File: src/rtl/toggle_div_bank.sv
// rtl/toggle_div_bank.sv - bank of independent programmable-divide toggle outputs with tick strobes
module toggle_div_bank #(
  parameter int CHANNELS = 4,
  parameter int DIV_W    = 8,
  parameter int IDX_W    = 2
) (
  input  logic                clka,
  input  logic                reset,
  input  logic [CHANNELS-1:0] en,
  input  logic                clr,
  input  logic                load,
  input  logic [IDX_W-1:0]    load_ch,
  input  logic [DIV_W-1:0]    load_div,
  output logic [CHANNELS-1:0] out,
  output logic [CHANNELS-1:0] tick
);

  logic [DIV_W-1:0]    div_q [CHANNELS];
  logic [DIV_W-1:0]    cnt_q [CHANNELS];
  logic [CHANNELS-1:0] load_sel;

  // Decode the divisor write; indices beyond the last channel select nothing.
  always_comb begin
    load_sel = '0;
    for (int i = 0; i < CHANNELS; i++) begin
      if (load && (32'(load_ch) == i)) begin
        load_sel[i] = 1'b1;
      end
    end
  end

  // Per-channel divisor, counter, toggle output and tick; clear beats load beats counting.
  always_ff @(posedge clka or negedge reset) begin
    if (!reset) begin
      out  <= '0;
      tick <= '0;
      for (int i = 0; i < CHANNELS; i++) begin
        div_q[i] <= '0;
        cnt_q[i] <= '0;
      end
    end else begin
      for (int i = 0; i < CHANNELS; i++) begin
        // The divisor write lands even alongside a clear.
        if (load_sel[i]) begin
          div_q[i] <= load_div;
        end

        if (clr) begin
          cnt_q[i] <= '0;
          out[i]   <= 1'b0;
          tick[i]  <= 1'b0;
        end else if (load_sel[i]) begin
          // Restart the period with the new divisor; a coincident terminal count is dropped.
          cnt_q[i] <= '0;
          tick[i]  <= 1'b0;
        end else if (en[i]) begin
          if (cnt_q[i] == div_q[i]) begin
            cnt_q[i] <= '0;
            out[i]   <= ~out[i];
            tick[i]  <= 1'b1;
          end else begin
            cnt_q[i] <= cnt_q[i] + 1'b1;
            tick[i]  <= 1'b0;
          end
        end else begin
          tick[i] <= 1'b0;
        end
      end
    end
  end

endmodule

File: config.mk
export PLATFORM = sky130hd
export DESIGN_NAME = toggle_div_bank
export DESIGN_NICKNAME = d
export VERILOG_FILES = /design/src/rtl/toggle_div_bank.sv
export SDC_FILE = /design/constraint.sdc
export NUM_CORES = 1
export LEC_CHECK = 0
export BUFFER_PORTS_ARGS = -buffer_cell sky130_fd_sc_hd__clkbuf_2
export CORE_MARGIN = 8
export CORE_UTILIZATION = 55
export CTS_CLUSTER_SIZE = 10
export DETAILED_ROUTE_END_ITERATION = 8
export PLACE_DENSITY = 0.79
export SLEW_MARGIN = 40
export SYNTH_ARGS = -nofsm -noshare
export SYNTH_HDL_FRONTEND = slang
export SYNTH_SLANG_ARGS = --single-unit
File: constraint.sdc
create_clock -name clka -period 4.9 [get_ports clka]
set_clock_uncertainty 0.05 [all_clocks]
set_input_delay 0.245 -clock clka [delete_from_list [all_inputs] [get_ports clka]]
set_output_delay 0.245 -clock clka [all_outputs]
set_load 0.01 [all_outputs]
; After elaboration in Yosys (flattened, before gate mapping)
; Index checks and enable logic that the tools add are counted.
[word_totals]
word_cells = 105
ff_bits = 72
in_bits = 18
out_inout_bits = 8
[classes]
eq_ne = 11
bitwise = 4
n_reduce_logical = 21
addsub = 4
n_mux = 52
[op_table]
columns = op, n
row1 = 8-bit two-way mux, 16
row2 = 1-bit two-way mux, 36
row3 = 8-bit by 1-bit adder with 8-bit output (second input constant), 4
row4 = 8-bit == test, 4
row5 = 2-bit nonzero test, 8
row6 = 3-bit AND reduction, 4
row7 = 3-bit nonzero test, 4
row8 = 2-bit inequality test (second input constant), 4
row9 = 2-bit == test (second input constant), 2
row10 = 1-bit logical AND, 4
row11 = 1-bit inverter, 4
row12 = 2-bit by 1-bit == test with 1-bit output (second input constant), 1
row13 = 2-bit logical NOT, 1

; Longest topological paths before layout
[depth]
depth_word = 5
depth_mapped = 6
depth_no_buf = 6

; Worst setup path before layout
; OpenSTA, ideal clock, no wires.
[synth_timing]
kind = register -> register
startpoint = register cnt_q[20] in the netlist's numbering
endpoint = register out[1]
path_stages_with_launch = 7
t_required_ps = 4718
synth_period_minus_slack_ps = 1598
setup_time_ps = 132
path_buffers = 1
setup_slack_ps = 3302
arrival_ps = 1416
path_cell_list = dfrtp_1 buf_6 xor2_1 nor4_4 nand4_1 xnor2_1 nor2b_1
[synth_between]
elab_chain_len = 3
[synth_rtl]
columns = element, line_no
row1 = from (decl), 19  ; logic [DIV_W-1:0] cnt_q [CHANNELS];
row2 = "from (signal, indexed assignment)", 62  ; cnt_q[i] <= cnt_q[i] + 1'b1;
row3 = 8-bit == test, 57  ; if (cnt_q[i] == div_q[i]) begin
row4 = 2-bit nonzero test (no source line), n/a
row5 = 3-bit AND reduction (no source line), n/a
row6 = "to (signal, indexed assignment)", 59  ; out[i] <= ~out[i];
row7 = to (decl), 14  ; output logic [CHANNELS-1:0] out,
; Every way passes these cells.
; A chain may end at the register's enable or synchronous reset.

; Worst setup path after layout
[layout_timing]
startpoint = register cnt_q[14] in the netlist's numbering
endpoint = register cnt_q[15] in the netlist's numbering
[layout_between]
elab_chain_len = 5
word_cells_on_any_way = 6
cone_classes = 1 x add/sub / 1 x eq/ne / 4 x mux
[layout_rtl]
columns = element, line_no
row1 = 8-bit by 1-bit adder with 8-bit output or 8-bit == test (tied branches), "62, 57"
row2 = 8-bit two-way mux *, 57
row3 = 8-bit two-way mux *, 56  ; end else if (en[i]) begin
row4 = 8-bit two-way mux *, 52  ; end else if (load_sel[i]) begin
row5 = 8-bit two-way mux *, 48  ; if (clr) begin
; Mark *: on every way between the ends. The rest lies on a longest branch, timed or not. The select of a mux whose other input is x is not followed.

==> impl_summary.txt <==
----------------------------------------------------
[Synthesis]
  Post-synth top flop ... sky130_fd_sc_hd__dfrtp_1
  Async SR Flop Fraction ... 1.00
  Fraction of the yosys area taken by sequential cells ... 0.477
  Biggest area contributors in the synthesized netlist ... sky130_fd_sc_hd__dfrtp_1 (48%), sky130_fd_sc_hd__mux2_2 (9.5%), sky130_fd_sc_hd__xor2_1 (6.0%)
  Post-synth EDFFs ... 0
  Post-synthesis cell count ... 347
  Average instance area after synthesis ... 10.9 um2
  Register bit count reported by yosys ... 72
  Cell area after synthesis ... 3780 um2
  Distinct cell type count after synthesis ... 49
  Library cell occupying the most area in the post-synthesis netlist ... sky130_fd_sc_hd__dfrtp_1
  Syn_nets ... 369
  Number of synthesis warnings ... 0
  Synth top area share ... 0.477

[Detailed routing]
  Number of vias in the routed layout ... 2701
  Drt first pass iters ... 5
  Routed WL ... 7760 um
  Residual DRC count ... 0
  DR WL/cell ... 17.0 um
  Vias/cell ... 5.91
  Count of antenna-violating nets left after detailed routing ... 0
  Starting DRC count in detailed routing ... 113

[Power]
  Largest voltage drop on the vdd net ... 228 uV
  Pwr Density ... 316 nW/um2
  Leakage power of the design ... 1.84 nW
  Post-route total power ... 1.30 mW

[STA]
  Worst relative slew slack ... 0.575
  Final worst path period share ... 0.360
  Fin. Hold Viols ... 0
  Worst hold slack after final layout ... 0.159 ns
  Transition time of the tightest slew-check pin ... 0.637 ns
  Total negative setup slack ... 0 ns
  Final setup viols ... 0
  Tmin final ... 1.76 ns
  Fmax ... 567 MHz
  Setup repair after global routing missed its margin ... false
  Number of pins exceeding their max-slew limit in the final report ... 0

[Worst setup path]
  Cell-by-cell trace of the critical path ... xor2_1 -> nor4_2 -> nand2_2 -> or4b_1 -> a21oi_1
  Largest fanout on the critical path ... 14
  Crit path arrival time ... 1.93 ns
  Slowest Stage Delay on Critical Path ... 0.44 ns
  Critical path start-end classification ... register to register
  Crit end category ... register
  Slowest CP cell ... sky130_fd_sc_hd__nor4_2
  Kind of launch point of the worst setup path ... register
  Data required time at the worst endpoint ... 5.07 ns

[Floorplan]
  Die extent in y ... 98.9 um
  Placeable Area ... 6720 um2
  Die width ... 98.9 um
  Floorplan die area ... 9780 um2
  Initial standard-cell utilization of the core ... 0.563
  Number of top-level pins ... 26
  Row cnt ... 30

[Final layout]
  Post-Layout Cell Count ... 457
  Fill cell instance count of the final layout ... 536
  Post-Layout Inst Area ... 4130 um2
  Post-layout net count ... 397
  Antenna cells ... 0
  Layout Area Growth over Synthesis ... 9.30%
  Share of layout cells above drive strength 1 ... 0.239

[Run]
  Total of max-cap violations ... 0

[Clock network]
  Clock transition at the registers of the reported paths ... 0.07 ns
  Num Clock Sinks ... 72
  CTS root buf ... sky130_fd_sc_hd__clkbuf_8
  Number of buffers on the longest clock path ... 2
  Worst-skew pair later-pin latency ... 0.34 ns
  Post-CTS sizing ... 0
  CTS tree ... done
  Total CTS buffers ... 9
  Setup repair bufs after CTS ... 0
  Depth of the CTS H-tree ... 3

[Placement]
  Port-buffer cells ... 25
  Placed cell count ... 443
  DPL Wire Length ... 5540 um
  Placement Cell Area ... 3960 um2
  RD Place Congestion ... 0.855

[GRT]
  Overflow left after global routing ... 0
  Wire length of the first global-routing pass ... 13400 um
  Maximum number of pins on one net before global-route repair ... 51
  Global-route usage over all layers ... 0.172
  Antenna violations before repair ... 0
  Vias in the first global route ... 2800

[Min path]
  Worst min-delay path class ... primary input to register

[Run status]
  Outcome ... finished, final reports clean

----------------------------------------------------
routing by layer:
layer | GRT usage | wire (um)
met2 | 0.274 | 3830
met4 | 0.0803 | 123
met5 | 0 | 0
met1 | 0.217 | 3460
met3 | 0.0374 | 347
cell type report:
class                           count  area (um2)  area share
Tap cell                           80         100      0.0242
Sequential cell                    72        1800       0.436
Clock buffer                       12         155      0.0376
Multi-Input combinational cell    257        1900       0.459
Clock inverter                      1        5.00     0.00121
Timing Repair Buffer               27         143      0.0345
Inverter                            8        30.0     0.00727
cells by family after synthesis:
| group | synth area share |
|---|---|
| compound gates | 0.0953 |
| mux | 0.0983 |
| simple gates | 0.208 |
| fa+ha+maj | 0.0132 |
| flops | 0.477 |
| buf+inv | 0.0232 |
| xor+xnor | 0.0857 |
registers in the layout (all words and copies together), names as in the netlist:
signal  cells
cnt_q      32
div_q      32
out         4
tick        4
through the flow:
step	utilization	setup WS [ns]
6_report	0.615	3.14
5_1_grt	0.615	3.06
4_1_cts	0.615	3.14
3_5_place_dp	0.590	3.00
3_3_place_gp	0.589	2.94
2_1_floorplan	-	3.30
critical path: cells and delay by family (launching register included):
kind	cells	cell delay, ns
XOR/XNOR	1	0.19
AO/OA/AOI/OAI	1	0.06
AND/OR/NAND/NOR	3	0.92
flip-flops	1	0.43
final timing paths:
kind / startpoint / endpoint / slack (ns) / depth (start not counted)
max in group asynchronous: reset / out[0] / 3.42 / 3
min in group asynchronous: reset / tick[2] / 0.36 / 2
max: cnt_q[14] / cnt_q[15] / 3.14 / 5
max reg2reg: cnt_q[14] / cnt_q[15] / 3.14 / 5
min reg2reg: div_q[17] / div_q[17] / 0.48 / 1
min: load_div[4] / div_q[12] / 0.16 / 2
timing repair:
action | CTS | global route
hold endpoints to repair | 22 | 0
endpoints found under the setup margin | 0 | 0
hold buffers | 1 | 0
report_power, final:
| part | switching (mW) | total (mW) | internal, mW |
|---|---|---|---|
| logic | 0.110 | 0.204 | 0.0949 |
| registers | 0.0420 | 0.692 | 0.650 |
| clock network | 0.205 | 0.408 | 0.203 |
cells in the final DEF (no fill, tap or decap), types with 3 or more instances in the layout:
cell / netlist / final
sky130_fd_sc_hd__a21oi_1: 13 / 13
sky130_fd_sc_hd__or3_1: 3 / 3
sky130_fd_sc_hd__xnor2_1: 11 / 11
sky130_fd_sc_hd__o311ai_2: 3 / 3
sky130_fd_sc_hd__and3_1: 8 / 8
sky130_fd_sc_hd__clkbuf_8: 0 / 11
sky130_fd_sc_hd__dfrtp_1: 72 / 72
sky130_fd_sc_hd__nor4_4: 4 / 4
sky130_fd_sc_hd__o21ai_1: 5 / 5
sky130_fd_sc_hd__nand4b_1: 3 / 3
sky130_fd_sc_hd__clkbuf_2: 0 / 24
sky130_fd_sc_hd__a211oi_1: 3 / 3
sky130_fd_sc_hd__nand2b_1: 3 / 3
sky130_fd_sc_hd__ha_1: 4 / 4
sky130_fd_sc_hd__mux2_2: 32 / 32
sky130_fd_sc_hd__o21ai_0: 7 / 7
sky130_fd_sc_hd__nand4_1: 6 / 6
sky130_fd_sc_hd__xor2_1: 26 / 26
sky130_fd_sc_hd__nor2b_1: 5 / 5
sky130_fd_sc_hd__a31oi_1: 8 / 8
sky130_fd_sc_hd__nor3_1: 6 / 6
sky130_fd_sc_hd__inv_1: 7 / 7
sky130_fd_sc_hd__nand3b_1: 9 / 9
sky130_fd_sc_hd__nand3_1: 26 / 26
sky130_fd_sc_hd__nor2_1: 18 / 18
sky130_fd_sc_hd__nand2_1: 29 / 29
synthesized netlist by cell type, types with 4 or more instances:
cell                       number
sky130_fd_sc_hd__o21ai_1        5
sky130_fd_sc_hd__inv_1          7
sky130_fd_sc_hd__buf_2          4
sky130_fd_sc_hd__xor2_1        26
sky130_fd_sc_hd__xnor2_1       11
sky130_fd_sc_hd__mux2_2        32
sky130_fd_sc_hd__a31oi_1        8
sky130_fd_sc_hd__nor2_1        18
sky130_fd_sc_hd__nand3_1       26
sky130_fd_sc_hd__nand3b_1       9
sky130_fd_sc_hd__nor2b_1        5
sky130_fd_sc_hd__o21ai_0        7
sky130_fd_sc_hd__and3_1         8
sky130_fd_sc_hd__ha_1           4
sky130_fd_sc_hd__nor4_4         4
sky130_fd_sc_hd__nand2_1       29
sky130_fd_sc_hd__nor3_1         6
sky130_fd_sc_hd__nand4_1        6
sky130_fd_sc_hd__a21oi_1       13
sky130_fd_sc_hd__dfrtp_1       72
Power figures use the tool's default switching activity.
